File: src/rtl/mult_div_unit.sv
// Iterative radix-2 multiply/divide unit for the EXE stage: shift-add multiply,
// restoring divide, one step per cycle, with a HI/LO result pair and pipeline stall.
module mult_div_unit #(
  parameter int WIDTH = 32,
  parameter int CNT_W = 6
) (
  input  logic             clk,
  input  logic             rst_n,
  input  logic             start,
  input  logic [1:0]       op,
  input  logic [WIDTH-1:0] rs_data,
  input  logic [WIDTH-1:0] rt_data,
  input  logic             flush,
  output logic             busy,
  output logic             done,
  output logic             hilo_we,
  output logic [WIDTH-1:0] hi,
  output logic [WIDTH-1:0] lo,
  output logic             div_by_zero
);

  localparam logic [1:0] IDLE = 2'd0;
  localparam logic [1:0] CALC = 2'd1;
  localparam logic [1:0] FIX  = 2'd2;
  localparam logic [1:0] DONE = 2'd3;

  logic [1:0]         state;
  logic [CNT_W-1:0]   cnt;
  logic [2*WIDTH-1:0] acc;
  logic [WIDTH-1:0]   opnd;
  logic               is_div, neg_a, neg_b, dz;

  // Operand decode at start: magnitudes and sign flags (signed ops only).
  logic             in_div, in_neg_a, in_neg_b;
  logic [WIDTH-1:0] a_abs, b_abs;

  always_comb begin
    in_div   = op[1];
    in_neg_a = ~op[0] & rs_data[WIDTH-1];
    in_neg_b = ~op[0] & rt_data[WIDTH-1];
    a_abs    = in_neg_a ? -rs_data : rs_data;
    b_abs    = in_neg_b ? -rt_data : rt_data;
  end

  // One iteration. Multiply: acc = {partial, multiplier}, opnd = multiplicand.
  // Divide: acc = {remainder, dividend/quotient}, opnd = divisor.
  logic [WIDTH:0]     mul_sum, div_shift, div_diff;
  logic [2*WIDTH-1:0] acc_step;

  // NOTE: every always_comb output gets a value on every path so no latch is inferred.
  always_comb begin
    mul_sum   = {1'b0, acc[2*WIDTH-1:WIDTH]} + (acc[0] ? {1'b0, opnd} : {(WIDTH+1){1'b0}});
    div_shift = {acc[2*WIDTH-1:WIDTH], acc[WIDTH-1]};
    div_diff  = div_shift - {1'b0, opnd};
    if (!is_div)
      acc_step = {mul_sum, acc[WIDTH-1:1]};
    else if (div_diff[WIDTH])
      acc_step = {div_shift[WIDTH-1:0], acc[WIDTH-2:0], 1'b0};
    else
      acc_step = {div_diff[WIDTH-1:0], acc[WIDTH-2:0], 1'b1};
  end

  // Sign correction. With a zero divisor every trial subtract succeeds, so the
  // remainder ends as |rs| and its sign fix restores the original rs_data for hi.
  logic [2*WIDTH-1:0] prod_fix;
  logic [WIDTH-1:0]   hi_fix, lo_fix, quo, rem;

  always_comb begin
    prod_fix = (neg_a ^ neg_b) ? -acc : acc;
    quo      = acc[WIDTH-1:0];
    rem      = acc[2*WIDTH-1:WIDTH];
    if (is_div) begin
      hi_fix = neg_a ? -rem : rem;
      lo_fix = dz ? {WIDTH{1'b1}} : ((neg_a ^ neg_b) ? -quo : quo);
    end else begin
      hi_fix = prod_fix[2*WIDTH-1:WIDTH];
      lo_fix = prod_fix[WIDTH-1:0];
    end
  end

  // NOTE: sequential state uses non-blocking assignments only, so every flop
  // samples the pre-edge values regardless of statement order.
  // NOTE: all state, including the datapath registers, is reset; there is no
  // memory array here whose reset would be costly.
  always_ff @(posedge clk or negedge rst_n) begin
    if (!rst_n) begin
      state  <= IDLE;
      cnt    <= '0;
      acc    <= '0;
      opnd   <= '0;
      is_div <= 1'b0;
      neg_a  <= 1'b0;
      neg_b  <= 1'b0;
      dz     <= 1'b0;
      hi     <= '0;
      lo     <= '0;
    end else begin
      case (state)
        IDLE: if (start && !flush) begin
          state  <= CALC;
          cnt    <= CNT_W'(WIDTH);
          is_div <= in_div;
          neg_a  <= in_neg_a;
          neg_b  <= in_neg_b;
          dz     <= in_div && (rt_data == '0);
          acc    <= {{WIDTH{1'b0}}, (in_div ? a_abs : b_abs)};
          opnd   <= in_div ? b_abs : a_abs;
        end
        CALC: begin
          acc <= acc_step;
          cnt <= cnt - 1'b1;
          if (flush)                     state <= IDLE;
          else if (cnt == CNT_W'(1))     state <= FIX;
        end
        FIX: begin
          if (flush) begin
            state <= IDLE;
          end else begin
            hi    <= hi_fix;
            lo    <= lo_fix;
            state <= DONE;
          end
        end
        default: state <= IDLE;
      endcase
    end
  end

  // Outputs decode from registered state only; start never reaches busy combinationally.
  assign busy        = (state == CALC) || (state == FIX);
  assign done        = (state == DONE);
  assign hilo_we     = done;
  assign div_by_zero = done & dz;

endmodule

File: config.mk
export PLATFORM = sky130hd
export DESIGN_NAME = mult_div_unit
export DESIGN_NICKNAME = d
export VERILOG_FILES = /design/src/rtl/mult_div_unit.sv
export SDC_FILE = /design/constraint.sdc
export NUM_CORES = 1
export LEC_CHECK = 0
export CORE_UTILIZATION = 64
export CTS_CLUSTER_SIZE = 25
export DETAILED_ROUTE_END_ITERATION = 16
export PLACE_DENSITY = 0.95
export REMOVE_ABC_BUFFERS = 1
export SYNTH_ARGS = -nofsm -noshare
export SYNTH_HDL_FRONTEND = slang
export SYNTH_SLANG_ARGS = --single-unit
File: constraint.sdc
create_clock -name clk -period 6.8 [get_ports clk]
set_clock_uncertainty 0.15 [all_clocks]
set_input_delay 1.36 -clock clk [delete_from_list [all_inputs] [get_ports clk]]
set_output_delay 1.36 -clock clk [all_outputs]
set_load 0.005 [all_outputs]
-- Yosys cells after proc, flatten, opt, wreduce, memory -nomap -nowiden
Index checks and enable logic that the tools add are counted.
- register bits after elaboration: 172
- bits in latches: 0
- memory bits (writable): 0
- output and inout bits: 68
- memory bits (read-only): 0
- memories: 0
- bits of input ports: 70
- bitwise logic cells: 6
- muxes and demuxes: 22
- shift operators: 0
- reduce and logical (&&, ||, !) cells: 11
- div/mod/pow operators: 0
- multiply operators: 0
- magnitude comparators: 0
- equal/unequal tests: 6
- $add $sub $neg: 8
- operator list (cell ; count):
    $mux W32 ; 10
    $mux W64 ; 4
    $neg A32 Y32 ; 4
    $pmux W64 S2 ; 1
    $neg A64 Y64 ; 1
    $add A32 B32 Y33 ; 1
    $sub A33 B32 Y33 ; 1
    $logic_not A32 Y1 ; 1
    $pmux W6 S2 ; 1
    $mux W2 ; 4
    $reduce_and A2 Y1 ; 4
    $eq A6 B1 Y1 const B ; 1
    $mux W6 ; 1
    $pmux W2 S3 ; 1
    $sub A6 B1 Y6 const B ; 1
    $eq A2 B2 Y1 const B ; 2
    $and A1 B1 Y1 ; 3
    $ne A3 B3 Y1 const B ; 1
    $eq A2 B1 Y1 const B ; 1
    $logic_and A1 B1 Y1 ; 2
    $logic_not A2 Y1 ; 1
    $ne A2 B2 Y1 const B ; 1
    $not A1 Y1 ; 2
    $reduce_bool A2 Y1 ; 1
    3 further kinds ; 3

-- Longest topological paths before layout
Gate-level depths: netlist of the first run.
- depth in word-level cells: 6
- depth in mapped cells: 14

-- Least setup slack after synthesis of the first run
OpenSTA, ideal clock, no wires.
- path kind: input port to flip-flop
- start: input port rs_data[17]
- end: register acc[27]
- stages on the path: 7
- path buffers: 0
- setup slack: 3.090 ns
- data arrival time: 3.434 ns
- library setup time: 0.126 ns
- path through: or4_1 > nor4_1 > nand4_1 > o41ai_1 > xor2_1 > mux2i_1 > a221o_1
- word-level cells in the longest chain between the ends: 5
- RTL lines (what ; line ; source):
    from (decl) ; 11 ; input logic [WIDTH-1:0] rs_data,
    $neg A32 Y32 ; 41 ; a_abs = in_neg_a ? -rs_data : rs_data;
    $mux W32 ; 41 ;
    $mux W32 ; 106 ; acc <= {{WIDTH{1'b0}}, (in_div ? a_abs : b_abs)};
    $mux W64 ; 99 ; IDLE: if (start && !flush) begin
    $pmux W64 S2 ; 98 ; case (state)
    to (signal assigned) ; 106 ;
    to (signal assigned) ; 110 ; acc <= acc_step;
    to (decl) ; 29 ; logic [2*WIDTH-1:0] acc;
No other way between the ends. The select of a mux whose other input is x is not followed.
A chain may end at the register's enable or synchronous reset.

-- Worst setup path in the final report of the first run
- start: register acc[0]
- end: register acc[63]
- word-level cells in the longest chain between the ends: 4
- RTL lines (what ; line ; source):
    $mux W32 ; 52 ; mul_sum = {1'b0, acc[2*WIDTH-1:WIDTH]} + (acc[0] ? {1'b0, opnd} : {(WIDTH+1){1'b0}});
    $add A32 B32 Y33 ; 52 ;
    $mux W64 ; 55 ; if (!is_div)
    $pmux W64 S2 ; 98 ;
No other way between the ends.

==> results.py, run 1 <==
metrics = {
    "detailed_routing": {
        "wl_met3_mm": 5.06,
        "drt-initial-drc-count": 1801,
        "ant_nets": 0,
        "drtPass1Iterations": 6,
        "drc_errors": 0,
        "wl_mm": 45.3,
        "drt-met1-wl_mm": 17.6,
        "met2_length_mm": 20.0,
        "dr_total_vias": 14800,
        "wl_per_cell_microns": 20.8,
        "topRoutingLayerUsed": "met4",
        "via_per_inst": 6.80,
    },
    "setup_path": {
        "arrival_ps": 4650,
        "critPathLaunchType": "flop",
        "timing.rr.end": "acc[63]",
        "rr_startpoint": "acc[0]",
        "crit_buf_inv": 2,
        "cp-end-kind": "flop",
        "cp_top_family": "compound AO/OA/AOI/OAI gates",
        "path_cells": "inv_1 > buf_4 > nor2_1 > ha_1 > nor2b_1 > o21ai_0 > o21ai_0 > a211oi_1 > o2111ai_1 > a21oi_1 > o211ai_1 > a41oi_1 > o31ai_1",
        "ff2ff_setup_slack_ps": 2320,
        "path_common_cell": "o21ai_0",
        "slowest_stage": "a211oi_1",
        "required_ps": 6970,
        "criticalPathCategory": "flop to flop",
        "cp_max_fo": 31,
        "r2r_cells": 13,
        "max_stage_delay_ps": 600,
    },
    "power_and_ir_drop": {
        "swShare": 0.491,
        "ir_drop_v": 0.000343,
        "power.density_nw_per_um2": 517,
        "seq_power_share": 0.240,
        "p_clk_frac": 0.126,
        "p_int_w": 0.00433,
        "switching_power_w": 0.00418,
        "p_comb_frac": 0.633,
        "cellLeakagePower_nw": 7.10,
    },
    "die": {
        "dieArea_sq_um": 23000,
        "die_height_microns": 152,
        "initial_core_util": 0.655,
        "num_rows": 54,
        "io_pins": 138,
        "design.core.area_sq_um": 21900,
        "die_x_microns": 152,
    },
    "clock_tree": {
        "cts_tree": "built",
        "cts_resized": 0,
        "cts_made_buffers": 17,
        "cts_sinks": 172,
        "max-clock-path-buffers": 2,
        "cts_setup_buffers": 0,
        "insertion_delay_ps": 450,
        "clkTransAtPathRegs_ps": 70,
        "clockRootBuffer": "clkbuf_16",
        "postCtsHoldBufs": 0,
        "htreeDepth": 4,
    },
    "sta": {
        "rsz0062_at_grt": "no",
        "finalHoldViolCount": 0,
        "tightest_slew_ps": 1310,
        "whs_ps": 328,
        "fin_setup_tns_ps": 0,
        "relSlewSlack": 0.125,
        "slew_viol_final": 0,
        "clock.fmax_ghz": 0.223,
        "period_needed_ps": 4480,
        "setup_viol": 0,
        "min_period_over_period": 0.658,
    },
    "grt": {
        "grt.total_usage": 0.397,
        "grt_max_degree": 96,
        "grt_pass1_wl_mm": 70.7,
        "grt_pass1_vias": 13800,
        "grt-ovfl-total": 0,
        "antenna_found_initial": 0,
    },
    "yosys": {
        "async_flop_share": 1.00,
        "yosys_warnings": 0,
        "synth-edff-count": 0,
        "syn_inst": 1815,
        "post-synth-top-area-fraction": 0.300,
        "synth.area.top_cells": "dfrtp_1, ha_1, a21oi_1, xor2_1, o21ai_0",
        "ys_seq_elements": 172,
        "synth_area_leader_cell": "dfrtp_1",
        "synth-seq-area-share": 0.300,
        "ys_types": 72,
        "syn_area_sq_um": 14300,
        "ys.flop_type": "dfrtp_1",
        "syn_avg_cell_area_sq_um": 7.90,
    },
    "run": {
        "maxCapViolations": 0,
    },
    "finish": {
        "fill_cells": 1605,
        "n_antenna_cell": 0,
        "seq_area_sq_um": 4310,
        "drive_above_1_share": 0.0533,
        "multi_input_area_sq_um": 9410,
        "finalInstanceArea_sq_um": 16500,
        "fin_util": 0.752,
        "syn2layout_area_growth_pct": 14.9,
        "layout.nets": 2029,
    },
    "run_status": {
        "status": "finished clean",
    },
    "worst_hold_path": {
        "min_path_type": "flop to flop",
        "whs_path_depth": 2,
        "whs_endpoint": "hi[12]",
        "min-delay-start": "hi[12]",
    },
    "placement": {
        "place.gp.congestion": 1.02,
        "place_area_sq_um": 15800,
        "portBuffers": 137,
        "hpwlAfterDp_mm": 33.0,
    },
}
## worst reg2reg max path, delay by kind of cell (launching register included)
family	cells	cell delay, ps
AOI/OAI and AO/OA	8	2550
buffers and inverters	2	500
DFF	1	470
adders and majority gates	1	360
and+or+nand+nor	2	320
## sequential cells by signal, summed over array words and instances (netlist names)
register / flops
acc: 64
hi: 32
neg_b: 1
neg_a: 1
lo: 32
is_div: 1
opnd: 32
state: 2
cnt: 6
dz: 1
## cells in the mapped netlist, drive strengths merged (27+ instances only)
master  count
ha         74
xor2       92
nand3      27
nor3       37
clkbuf     94
xnor2      89
a21oi     182
dfrtp     172
nor2      198
inv        70
nand2     172
a21o       37
o21ai     166
a211oi     31
## metal layers
layer / global-route usage / vias up
met3: 0.0850 / 229
met4: 0.211 / 0
li1: - / 6667
met1: 0.528 / 6909
met2: 0.604 / 992
met5: 0 / -
## power groups by stage
stage	sequential, W	clock, W	combinational [W]
3_3_place_gp	0.00201	0	0.00504
3_5_place_dp	0.00204	0	0.00519
2_1_floorplan	0.00193	0	0.00360
5_1_grt	0.00210	0.00111	0.00585
6_report	0.00205	0.00108	0.00539
4_1_cts	0.00202	0.00107	0.00525
## metrics by stage
stage	total power [W]	setup WS (ps)	std cells
floorplan	0.00553	581	1708
global placement	0.00705	2270	2144
detailed placement	0.00723	2130	2144
CTS	0.00835	2500	2176
global route	0.00907	2170	2176
finish	0.00851	2320	2176
## layout by cell type (no fill, tap or decap), drive strengths merged, types with 6 or more instances in the layout
cell type / count
nand2: 172
ha: 74
a31oi: 18
clkbuf: 19
o21ai: 166
nand4: 10
nor3: 37
nand2b: 19
o31ai: 20
a211o: 8
nor4: 20
or4: 13
a211oi: 31
clkdlybuf4s50: 135
or3: 20
nor2: 198
dfrtp: 172
o41ai: 14
o211ai: 23
o22ai: 6
and3: 7
o311ai: 7
buf: 21
mux2i: 23
o21bai: 10
nor2b: 14
inv: 76
a22oi: 17
xnor2: 89
a21oi: 182
mux2: 20
o221ai: 12
nand3: 27
a21o: 37
and2: 16
xor2: 92
## area by class of cell
type | count | area share
inverters | 70 | 0.0160
well taps | 280 | 0.0213
multi-input cells | 1466 | 0.571
clock inverters | 13 | 0.0107
flip-flops and latches | 172 | 0.261
repair buffers | 156 | 0.0917
clock buffers | 19 | 0.0275
## cell families after synthesis
group	Yosys count	share of synthesized area
fa+ha+maj	76	0.0674
buf+inv	177	0.0471
simple gates	574	0.187
mux	43	0.0318
compound gates	592	0.256
xor+xnor	181	0.111
flops	172	0.300
## worst max-delay path by stage
stage / to / depth (start not counted) / startpoint
detailed placement: acc[27] / 9 / rs_data[7]
global placement: acc[27] / 8 / rs_data[15]
CTS: acc[27] / 9 / rs_data[7]
floorplan: acc[57] / 10 / acc[40]
global route: acc[57] / 13 / acc[0]
finish: acc[63] / 13 / acc[0]
Note: power is estimated with default switching activity, not from simulation.
==> inputs of run 2 (changes only) <==
--- a/config.mk
+++ b/config.mk
@@ -5,10 +5,10 @@
 export SDC_FILE = /design/constraint.sdc
 export NUM_CORES = 1
 export LEC_CHECK = 0
-export CORE_UTILIZATION = 64
+export CORE_UTILIZATION = 59
 export CTS_CLUSTER_SIZE = 25
 export DETAILED_ROUTE_END_ITERATION = 16
-export PLACE_DENSITY = 0.95
+export PLACE_DENSITY = 0.93
 export REMOVE_ABC_BUFFERS = 1
 export SYNTH_ARGS = -nofsm -noshare
 export SYNTH_HDL_FRONTEND = slang
==> constraint.sdc (replaced) <==
create_clock -name clk -period 4.5 [get_ports clk]
set_clock_uncertainty 0.15 [all_clocks]
set_input_delay 0.9 -clock clk [delete_from_list [all_inputs] [get_ports clk]]
set_output_delay 0.9 -clock clk [all_outputs]
set_load 0.005 [all_outputs]
==> run 2 against run 1 <==
Clock power is 43% higher. Critical path depth did not move. Fmax up 7.8%. Worst hold slack gained 7.0 ps. Design area grew 0.77%. Sequential power grew 50%. Non-clock buffer count grew 11. Combinational power rose by 54%. Cell count up 2.3%.
==> results.py, run 2 (same netlist as run 1, synthesis figures left out) <==
metrics = {
    "grt": {
        "antenna_found_initial": 0,
        "grt_pass1_wl_mm": 74.3,
        "grt.total_usage": 0.385,
        "grt_max_degree": 97,
        "grt-ovfl-total": 0,
        "grt_pass1_vias": 14000,
    },
    "power_and_ir_drop": {
        "totalPowerFinal_w": 0.0129,
        "swShare": 0.500,
        "seq_power_share": 0.238,
        "switching_power_w": 0.00646,
        "p_comb_frac": 0.643,
        "power.density_nw_per_um2": 779,
        "ir_drop_v": 0.000343,
        "p_int_w": 0.00646,
        "cellLeakagePower_nw": 7.15,
        "p_clk_frac": 0.119,
    },
    "die": {
        "num_rows": 56,
        "initial_core_util": 0.605,
        "die_x_microns": 158,
        "dieArea_sq_um": 24900,
        "design.core.area_sq_um": 23700,
        "io_pins": 138,
        "die_height_microns": 158,
    },
    "setup_path": {
        "ff2ff_setup_slack_ps": 350,
        "cp-end-kind": "flop",
        "r2r_cells": 13,
        "arrival_ps": 4330,
        "critPathLaunchType": "flop",
        "cp_top_family": "compound AO/OA/AOI/OAI gates",
        "path_cells": "inv_1 > buf_4 > nor2_1 > ha_1 > a211oi_1 > nand2_1 > a41oi_1 > a21oi_1 > a311o_1 > o31a_1 > a221oi_1 > mux2i_1 > a211o_1",
        "max_stage_delay_ps": 440,
        "cp_max_fo": 21,
        "criticalPathCategory": "flop to flop",
        "timing.rr.end": "acc[62]",
        "rr_startpoint": "acc[0]",
        "required_ps": 4680,
        "crit_buf_inv": 2,
        "slowest_stage": "dfrtp_1",
    },
    "clock_tree": {
        "insertion_delay_ps": 460,
        "cts_tree": "built",
        "postCtsHoldBufs": 0,
        "cts_setup_buffers": 0,
        "clkTransAtPathRegs_ps": 80,
        "max-clock-path-buffers": 2,
        "cts_sinks": 172,
        "clockRootBuffer": "clkbuf_16",
        "htreeDepth": 4,
        "cts_made_buffers": 17,
        "cts_resized": 0,
    },
    "placement": {
        "place.gp.congestion": 1.00,
        "place_area_sq_um": 16000,
        "portBuffers": 137,
        "hpwlAfterDp_mm": 34.3,
    },
    "sta": {
        "rsz0062_at_grt": "no",
        "slew_viol_final": 0,
        "finalHoldViolCount": 0,
        "relSlewSlack": 0.114,
        "tightest_slew_ps": 1320,
        "clock.fmax_ghz": 0.241,
        "period_needed_ps": 4150,
        "setup_viol": 0,
        "whs_ps": 335,
        "min_period_over_period": 0.923,
    },
    "detailed_routing": {
        "wl_mm": 46.8,
        "wl_per_cell_microns": 21.0,
        "via_per_inst": 6.66,
        "drc_errors": 0,
        "dr_total_vias": 14800,
        "drt-initial-drc-count": 1718,
        "ant_nets": 0,
        "drtPass1Iterations": 9,
    },
    "finish": {
        "top_register": "acc",
        "largest_reg_flops": 64,
        "syn2layout_area_growth_pct": 15.8,
        "fill_cells": 1891,
        "final_cell_mix": "nor2_1, a21oi_1, nand2_1",
        "layout.nets": 2040,
        "drive_above_1_share": 0.0582,
        "final_common_cell": "nor2_1",
        "finalInstanceArea_sq_um": 16600,
        "n_antenna_cell": 0,
    },
    "worst_hold_path": {
        "whs_path_depth": 2,
        "whs_endpoint": "hi[7]",
        "min_path_type": "flop to flop",
        "min-delay-start": "hi[7]",
    },
    "run_status": {
        "status": "finished clean",
    },
    "run": {
        "maxCapViolations": 0,
    },
}
run 2: cell types whose count changed in the layout (fill, tap and decap cells not counted), sizes merged:
cell	previous run	this run
bufinv	3	0
clkinv	2	8
clkbuf	19	17
buf	21	32
clkinvlp	2	1
run 2: final cells by class:
class / instances / area, sq um / area share
Clock buffer: 17 / 425 / 0.0256
Clock inverter: 15 / 176 / 0.0106
Inverter: 70 / 263 / 0.0158
Multi-Input combinational cell: 1466 / 9410 / 0.567
Sequential cell: 172 / 4310 / 0.259
Tap cell: 319 / 399 / 0.0240
Timing Repair Buffer: 167 / 1620 / 0.0975
run 2: worst min-delay path, cell delays in order (launching register included):
cell	delay [ps]
dfrtp_1	350
nand2_1	40
o21ai_0	60
run 2: worst max path at each step:
stage                          start       to  slack, ps  cells past startpoint
final                         acc[0]  acc[62]        350                     13
after global routing          acc[0]  acc[62]        170                     13
after CTS                     acc[0]  acc[62]        420                     13
after detailed placement  rs_data[7]  acc[26]        390                     10
after global placement    rs_data[7]  acc[27]        490                      9
after floorplan              acc[40]  acc[57]      -1720                     10
run 2: routing by layer:
metal | track usage | part of all wire | vias to the layer above
met2 | 0.603 | 0.45 | 944
met3 | 0.0698 | 0.099 | 210
met1 | 0.509 | 0.39 | 6976
met4 | 0.197 | 0.054 | 0
met5 | 0 | 0 | -
li1 | - | - | 6691
run 2: power groups by stage:
stage          sequential [W]  clock [W]  combinational [W]
2_1_floorplan         0.00291          0            0.00544
3_3_place_gp          0.00302          0            0.00777
3_5_place_dp          0.00306          0            0.00800
4_1_cts               0.00304    0.00153            0.00810
5_1_grt               0.00315    0.00159            0.00903
6_report              0.00307    0.00154            0.00831
run 2: per-stage QoR:
stage | std cells | TNS, ps | worst slack, ps | util
final | 2226 | 0 | 349 | 0.701
after global routing | 2226 | 0 | 170 | 0.701
after CTS | 2226 | 0 | 423 | 0.701
after detailed placement | 2194 | 0 | 385 | 0.675
after global placement | 2194 | 0 | 486 | 0.675
after floorplan | 1708 | -43690 | -1720 | -
